<file path="config.mk">
export PLATFORM = sky130hd
export DESIGN_NAME = key_event_queue_flat
export DESIGN_NICKNAME = d
export VERILOG_FILES = /design/src/rtl/kbd_pkg.sv /design/src/rtl/key_event_queue_if.sv /design/src/rtl/key_event_queue_sync_fifo.sv /design/src/rtl/key_event_queue.sv /design/src/flat_wrapper.sv
export SDC_FILE = /design/constraint.sdc
export NUM_CORES = 1
export LEC_CHECK = 0
export CORE_UTILIZATION = 40
export CTS_CLUSTER_DIAMETER = 30
export DETAILED_ROUTE_END_ITERATION = 10
export PLACE_DENSITY = 0.7
export SYNTH_ARGS = -nofsm -noshare
export SYNTH_HDL_FRONTEND = slang
export SYNTH_SLANG_ARGS = --single-unit
</file>
<file path="constraint.sdc">
create_clock -name clk -period 6 [get_ports clk]
set_clock_uncertainty 0.1 [all_clocks]
set_input_delay 0.9 -clock clk [delete_from_list [all_inputs] [get_ports clk]]
set_output_delay 0.9 -clock clk [all_outputs]
set_load 0.05 [all_outputs]
</file>
<file path="src/rtl/kbd_pkg.sv">
// Shared scan-code constants, decoder state type and event record for the
// keyboard event queue.
//   SC_*        : PS/2 set-2 prefix bytes and the five tracked keycodes
//   dec_state_t : byte-stream decoder states
//   key_event_t : one decoded key event {keycode, make, ext}
//   track_mask  : one-hot position of a tracked key in the held bitmap
package kbd_pkg;

  localparam logic [7:0] SC_EXT   = 8'hE0;
  localparam logic [7:0] SC_BRK   = 8'hF0;
  localparam logic [7:0] SC_PAUSE = 8'hE1;

  localparam logic [7:0] SC_UP    = 8'h75;
  localparam logic [7:0] SC_DOWN  = 8'h72;
  localparam logic [7:0] SC_LEFT  = 8'h6B;
  localparam logic [7:0] SC_RIGHT = 8'h74;
  localparam logic [7:0] SC_SPACE = 8'h29;

  typedef enum logic [2:0] {
    IDLE,
    EXT,
    BRK,
    EXT_BRK,
    SKIP
  } dec_state_t;

  typedef struct packed {
    logic [7:0] keycode;
    logic       make;
    logic       ext;
  } key_event_t;

  // Bit order matches held: {space, right, left, down, up}.
  // Arrows only count with the E0 prefix, space only without it.
  function automatic logic [4:0] track_mask(input logic [7:0] code, input logic ext);
    logic [4:0] m;
    m = '0;
    if (ext) begin
      case (code)
        SC_UP:    m[0] = 1'b1;
        SC_DOWN:  m[1] = 1'b1;
        SC_LEFT:  m[2] = 1'b1;
        SC_RIGHT: m[3] = 1'b1;
        default:  m = '0;
      endcase
    end else if (code == SC_SPACE) begin
      m[4] = 1'b1;
    end
    return m;
  endfunction

endpackage

</file>
<file path="src/rtl/key_event_queue_if.sv">
// Key event stream handshake between the queue (master) and the processor
// (slave).
//   ev_valid   : head of queue holds an event
//   ev_ready   : consumer accepts the head this cycle
//   ev_keycode : head keycode
//   ev_make    : head is a make (1) or break (0)
//   ev_ext     : head carried the E0 prefix
interface key_event_queue_if;
  logic       ev_valid;
  logic       ev_ready;
  logic [7:0] ev_keycode;
  logic       ev_make;
  logic       ev_ext;

  modport master (
    output ev_valid,
    output ev_keycode,
    output ev_make,
    output ev_ext,
    input  ev_ready
  );

  modport slave (
    input  ev_valid,
    input  ev_keycode,
    input  ev_make,
    input  ev_ext,
    output ev_ready
  );
endinterface

</file>
<file path="src/rtl/key_event_queue_sync_fifo.sv">
// Synchronous FIFO with registered storage and a memory-read head.
//   clk, reset : clock, synchronous active-high reset
//   push       : write wr_data; accepted when not full, or when full and
//                popping in the same cycle
//   pop        : remove head; ignored when empty
//   rd_data    : current head entry
//   full/empty : occupancy flags
//   count      : occupancy, 0..DEPTH
module sync_fifo #(
  parameter int WIDTH = 10,
  parameter int DEPTH = 8
) (
  input  logic                   clk,
  input  logic                   reset,
  input  logic                   push,
  input  logic [WIDTH-1:0]       wr_data,
  input  logic                   pop,
  output logic [WIDTH-1:0]       rd_data,
  output logic                   full,
  output logic                   empty,
  output logic [$clog2(DEPTH):0] count
);

  localparam int AW = $clog2(DEPTH);

  logic [WIDTH-1:0] mem [DEPTH];
  logic [AW-1:0]    wr_ptr;
  logic [AW-1:0]    rd_ptr;
  logic             do_push;
  logic             do_pop;

  assign full    = (count == (AW+1)'(DEPTH));
  assign empty   = (count == '0);
  assign do_pop  = pop && !empty;
  assign do_push = push && (!full || pop);
  assign rd_data = mem[rd_ptr];

  // DEPTH is a power of two, so the pointers wrap by natural overflow.
  always_ff @(posedge clk) begin
    if (reset) begin
      wr_ptr <= '0;
      rd_ptr <= '0;
      count  <= '0;
      for (int unsigned i = 0; i < DEPTH; i++) begin
        mem[i[AW-1:0]] <= '0;
      end
    end else begin
      if (do_push) begin
        mem[wr_ptr] <= wr_data;
        wr_ptr      <= wr_ptr + 1'b1;
      end
      if (do_pop) begin
        rd_ptr <= rd_ptr + 1'b1;
      end
      case ({do_push, do_pop})
        2'b10:   count <= count + 1'b1;
        2'b01:   count <= count - 1'b1;
        default: count <= count;
      endcase
    end
  end

endmodule

</file>
<file path="src/rtl/key_event_queue.sv">
// PS/2 scan-code decoder feeding a key event FIFO.
//   clk, reset   : clock, synchronous active-high reset
//   key_en       : one-cycle strobe, key_data valid
//   key_data     : raw scan-code byte
//   ev           : event stream (valid/ready, keycode, make, ext)
//   held         : {space, right, left, down, up} currently pressed
//   count        : FIFO occupancy
//   overflow     : sticky, an event was lost to a full FIFO
//   clr_overflow : clears overflow (an overflow in the same cycle wins)
module key_event_queue
  import kbd_pkg::*;
#(
  parameter int DEPTH           = 8,
  parameter bit SUPPRESS_REPEAT = 1'b1,
  parameter int PAUSE_SKIP      = 7
) (
  input  logic                   clk,
  input  logic                   reset,
  input  logic                   key_en,
  input  logic [7:0]             key_data,
  key_event_queue_if.master      ev,
  output logic [4:0]             held,
  output logic [$clog2(DEPTH):0] count,
  output logic                   overflow,
  input  logic                   clr_overflow
);

  localparam int SKW = (PAUSE_SKIP < 2) ? 1 : $clog2(PAUSE_SKIP + 1);

  dec_state_t     state;
  dec_state_t     state_nxt;
  logic [SKW-1:0] skip_cnt;
  logic [SKW-1:0] skip_nxt;

  logic       emit;
  logic       emit_make;
  logic       emit_ext;
  logic [4:0] mask;
  logic       suppress;
  logic       push;
  logic       pop;
  logic       drop;
  logic       fifo_full;
  logic       fifo_empty;
  key_event_t wr_ev;
  key_event_t head;

  always_ff @(posedge clk) begin
    if (reset) begin
      state    <= IDLE;
      skip_cnt <= '0;
    end else begin
      state    <= state_nxt;
      skip_cnt <= skip_nxt;
    end
  end

  always_comb begin
    state_nxt = state;
    skip_nxt  = skip_cnt;
    emit      = 1'b0;
    emit_make = 1'b0;
    emit_ext  = 1'b0;
    if (key_en) begin
      case (state)
        IDLE: begin
          if (key_data == SC_EXT) begin
            state_nxt = EXT;
          end else if (key_data == SC_BRK) begin
            state_nxt = BRK;
          end else if (key_data == SC_PAUSE) begin
            if (PAUSE_SKIP != 0) begin
              state_nxt = SKIP;
              skip_nxt  = SKW'(PAUSE_SKIP);
            end
          end else begin
            emit      = 1'b1;
            emit_make = 1'b1;
          end
        end
        EXT: begin
          if (key_data == SC_BRK) begin
            state_nxt = EXT_BRK;
          end else if (key_data != SC_EXT) begin
            emit      = 1'b1;
            emit_make = 1'b1;
            emit_ext  = 1'b1;
            state_nxt = IDLE;
          end
        end
        // Any byte after a break prefix is the keycode, prefixes included.
        BRK: begin
          emit      = 1'b1;
          state_nxt = IDLE;
        end
        EXT_BRK: begin
          emit      = 1'b1;
          emit_ext  = 1'b1;
          state_nxt = IDLE;
        end
        SKIP: begin
          skip_nxt = skip_cnt - 1'b1;
          if (skip_cnt == SKW'(1)) begin
            state_nxt = IDLE;
          end
        end
        default: state_nxt = IDLE;
      endcase
    end
  end

  assign mask     = track_mask(key_data, emit_ext);
  assign suppress = SUPPRESS_REPEAT && emit_make && ((mask & held) != '0);
  assign push     = emit && !suppress;
  assign pop      = ev.ev_valid && ev.ev_ready;
  assign drop     = push && fifo_full && !pop;

  assign wr_ev.keycode = key_data;
  assign wr_ev.make    = emit_make;
  assign wr_ev.ext     = emit_ext;

  // held follows every decoded event, even ones suppressed or dropped.
  always_ff @(posedge clk) begin
    if (reset) begin
      held     <= '0;
      overflow <= 1'b0;
    end else begin
      if (emit) begin
        held <= emit_make ? (held | mask) : (held & ~mask);
      end
      if (drop) begin
        overflow <= 1'b1;
      end else if (clr_overflow) begin
        overflow <= 1'b0;
      end
    end
  end

  sync_fifo #(
    .WIDTH ($bits(key_event_t)),
    .DEPTH (DEPTH)
  ) u_fifo (
    .clk     (clk),
    .reset   (reset),
    .push    (push),
    .wr_data (wr_ev),
    .pop     (pop),
    .rd_data (head),
    .full    (fifo_full),
    .empty   (fifo_empty),
    .count   (count)
  );

  assign ev.ev_valid   = !fifo_empty;
  assign ev.ev_keycode = head.keycode;
  assign ev.ev_make    = head.make;
  assign ev.ev_ext     = head.ext;

endmodule
</file>
<file path="src/flat_wrapper.sv">
// flat-port wrapper written by rule: the top's interface ports become plain ports
module key_event_queue_flat import kbd_pkg::*;
#(
  parameter int DEPTH           = 8,
  parameter bit SUPPRESS_REPEAT = 1'b1,
  parameter int PAUSE_SKIP      = 7
)
  (clk, reset, key_en, key_data, held, count, overflow, clr_overflow, ev_ev_valid, ev_ev_keycode, ev_ev_make, ev_ev_ext, ev_ev_ready);
  key_event_queue_if ev_i ();
  input  logic clk;
  input  logic reset;
  input  logic key_en;
  input  logic [7:0] key_data;
  output logic [4:0] held;
  output logic [$clog2(DEPTH):0] count;
  output logic overflow;
  input  logic clr_overflow;
  output wire logic [$bits(ev_i.ev_valid)-1:0] ev_ev_valid;
  output wire logic [$bits(ev_i.ev_keycode)-1:0] ev_ev_keycode;
  output wire logic [$bits(ev_i.ev_make)-1:0] ev_ev_make;
  output wire logic [$bits(ev_i.ev_ext)-1:0] ev_ev_ext;
  input wire logic [$bits(ev_i.ev_ready)-1:0] ev_ev_ready;
  assign ev_ev_valid = ev_i.ev_valid;
  assign ev_ev_keycode = ev_i.ev_keycode;
  assign ev_ev_make = ev_i.ev_make;
  assign ev_ev_ext = ev_i.ev_ext;
  assign ev_i.ev_ready = ev_ev_ready;
  key_event_queue #(.DEPTH(DEPTH), .SUPPRESS_REPEAT(SUPPRESS_REPEAT), .PAUSE_SKIP(PAUSE_SKIP)) u_core (.clk(clk), .reset(reset), .key_en(key_en), .key_data(key_data), .ev(ev_i), .held(held), .count(count), .overflow(overflow), .clr_overflow(clr_overflow));
endmodule
</file>
==> out/qor.csv <==
stage,metric,value,unit
layout,layout.cells.non_filler,613,
flow_run,maxCapViolCount,0,
timing,setup_tns,0,ns
timing,finalCritPeriodShare,70.4,%
grt,gr-usage-met3,3.99,%
placed_design,pre_cts_slack,1.45,ns
grt,grt_pass1_wl,17800,um
logic_synthesis,synth_edf_count,80,
drt,firstDrtPassIters,5,
pwr,total_power,1970,uW
worst_setup_path,start_kind,input port,
grt,grt_max_degree,30,
cts,clock_sinks,105,
cts,cts-resized-gates,0,
die,core_area,12100,um2
grt,grt_pass1_vias,3379,
cts,clkTransAtPathRegs,0.06,ns
drt,ant_nets,0,
cts,ctsHoldBuffers,0,
die,ios,34,
layout,finalNetCount,461,
logic_synthesis,synthTopCellsByArea,"edfxtp_1 48%, dfxtp_1 10%, mux4_2 9.0%, nor2_1 8.0%, mux2_2 2.3%",
logic_synthesis,synth_largest_area_cell,edfxtp_1,
worst_setup_path,path_max_fanout,8,
logic_synthesis,avgSynthCellArea,12.2,um2
cts,clockBufferDepth,2,
grt,met1_usage,23.0,%
placed_design,dp_hpwl,7360,um
pwr,leakage,0.00199,uW
worst_setup_path,cp.arrival,4.40,ns
logic_synthesis,async_reset_ff_share,0,%
timing,hold_ws,0.374,ns
timing,setup-violations-final,0,
logic_synthesis,synth.cell_area,4980,um2
die,dieArea,12900,um2
timing,fin_crit,4.22,ns
cts,clock_latency,0.35,ns
logic_synthesis,synth_flop_cell,edfxtp_1,
drt,wl_per_cell,17.9,um
die,initial_utilization,41.3,%
timing,fin_ws,1.78,ns
logic_synthesis,ys_seq_area_share,58.3,%
drt,dr.first_iter.drc_count,226,
worst_setup_path,end_kind,flop,
worst_setup_path,crit_type,input port to flop,
timing,fmax,237,MHz
timing,rsz0062_at_grt,false,
logic_synthesis,synth_cell_types,55,
worst_hold_path,hold_path_class,flop to flop,
logic_synthesis,synth_top_area_share,48.2,%
logic_synthesis,syn_inst,407,
grt,antenna_found_initial,0,
cts,cts_tree,built,
placed_design,numPortBuffers,33,
logic_synthesis,synth_nets,428,
drt,routed_via_density,5.42,
placed_design,dpl.cell_count,597,
pwr,vdd_drop_max,0.182,mV
grt,track_usage,18.4,%
timing,finalMaxSlewViolations,0,
drt,drc_errors,0,
worst_setup_path,crit_required,6.18,ns
cts,htreeDepth,3,
cts,cts_buffers,9,
logic_synthesis,yosys_register_bits,105,
die,rows,40,
logic_synthesis,yosys_warnings,0,
cts,cts_setup_buffers,0,
pwr,power.density,343,nW/um2
run_status,status,finished clean,
layout,syn2layout_area_growth,15.4,%
placed_design,gp_congestion,0.895,
timing,slew_headroom,35.0,%
timing,worstMarginPinSlew,0.974,ns
grt,overflow,0,
drt,vias,3322,
layout,drive_gt1_share,13.3,%
timing,final-hold-violation-count,0,
grt,use_met2,31.1,%
layout,num_antenna_cells,0,
die,die_h,114,um
die,die_w,114,um
drt,wirelength,11000,um
grt,top_usage_layer,met2,
cts,root_buffer,clkbuf_16,
per-stage QoR:
stage / instance area [um2] / util [%]
4_1_cts: 5750 / 47.7
3_5_place_dp: 5480 / 45.5
3_3_place_gp: 5480 / 45.5
6_report: 5750 / 47.7
5_1_grt: 5750 / 47.7
2_1_floorplan: 4980 / -
cells by family (layout without fill, tap and decap cells):
kind of cell | Yosys count | count (layout) | share of synthesized area, %
AND/OR/NAND/NOR | 185 | 185 | 17.8
flip-flops | 105 | 105 | 58.3
AO/OA/AOI/OAI | 39 | 39 | 5.78
multiplexers | 36 | 36 | 12.5
buffers and inverters | 29 | 67 | 2.54
adder cells (fa/ha/maj) | 8 | 8 | 2.16
XOR/XNOR | 5 | 5 | 0.879
report_power, final:
| part | internal [uW] | total (uW) | switching, uW | leakage [uW] |
|---|---|---|---|---|
| combinational | 226 | 564 | 337 | 0.000836 |
| sequential | 834 | 878 | 43.4 | 0.00104 |
| clock | 278 | 530 | 252 | 0.000120 |
path summary, 6_finish.rpt:
path	cells after the start	endpoint	slack (ns)	startpoint
setup / recovery	14	u_core.u_fifo.count[3]$_SDFFE_PP0P_	1.78	key_data[1]
hold reg to reg	1	u_core.skip_cnt[2]$_SDFFE_PP0P_	0.37	u_core.skip_cnt[2]$_SDFFE_PP0P_
setup reg to reg	13	u_core.u_fifo.count[3]$_SDFFE_PP0P_	2.48	u_core.state[2]$_SDFFE_PP0P_
hold / removal	1	u_core.skip_cnt[2]$_SDFFE_PP0P_	0.37	u_core.skip_cnt[2]$_SDFFE_PP0P_
sequential cells by signal, indices dropped and copies added (netlist names), named ones only:
register              count
u_core.u_fifo.rd_ptr      3
u_core.u_fifo.wr_ptr      3
u_core.u_fifo.mem        80
u_core.state              3
u_core.u_fifo.count       4
u_core.overflow           1
u_core.skip_cnt           3
area by class of cell:
cell class / count / area [um2]
Tap cell: 168 / 210
Sequential cell: 105 / 2900
Timing Repair Buffer: 39 / 375
Inverter: 12 / 45.0
Multi-Input combinational cell: 273 / 1950
Fill cell: 1068 / 6310
Clock inverter: 6 / 35.0
Clock buffer: 10 / 229
cells in the mapped netlist (all sizes together), types with 2 or more instances:
cell,n
nand4,4
nor2,106
clkbuf,9
buf,8
a211oi,2
nor3,6
dfxtp,25
and3b,2
nand2b,11
nand3,11
mux4,20
mux2i,6
a21o,4
nand2,22
o21ai,5
xor2,4
or4,2
and4bb,2
a21oi,11
ha,7
edfxtp,80
o31ai,6
inv,12
mux2,10
nand3b,7
nor2b,4
layer usage:
layer / vias up / share of wire [%] / routed length, um
li1: 1550 / - / -
met1: 1630 / 42 / 4570
met5: - / 0 / 0
met3: 15 / 5.9 / 653
met2: 127 / 51 / 5570
met4: 0 / 1.7 / 191
worst max-delay path, stage by stage:
cell             delay (ns)
clkdlybuf4s50_1        0.61
and4bb_1               0.28
nor4b_1                0.45
a22o_1                 0.31
o21ba_1                0.26
nor2_1                 0.10
inv_1                  0.10
ha_1                   0.21
ha_1                   0.25
a21o_1                 0.17
a21oi_1                0.17
xnor2_1                0.10
or3_1                  0.31
a21oi_1                0.15
cell usage in the layout (no fill, tap or decap), types with 2 or more instances in the layout:
cell and instances:
o21ai_0 5, a21oi_1 11, clkdlybuf4s50_1 33, o31ai_1 6, ha_1 7, or4_1 2, nor3_1 6, dfxtp_1 25
buf_4 6, mux2_2 10, clkinv_1 2, nand3_2 3, a21o_1 4, nand3_1 8, inv_1 12, nand3b_1 6
clkbuf_16 9, nand2b_1 11, nor2b_1 4, nand2_1 22, clkinvlp_4 3, mux4_2 20, edfxtp_1 80, nor2_1 106
xor2_1 4, a211oi_1 2, mux2i_1 6, nand4_1 3
(Power assumes the default switching activity.)
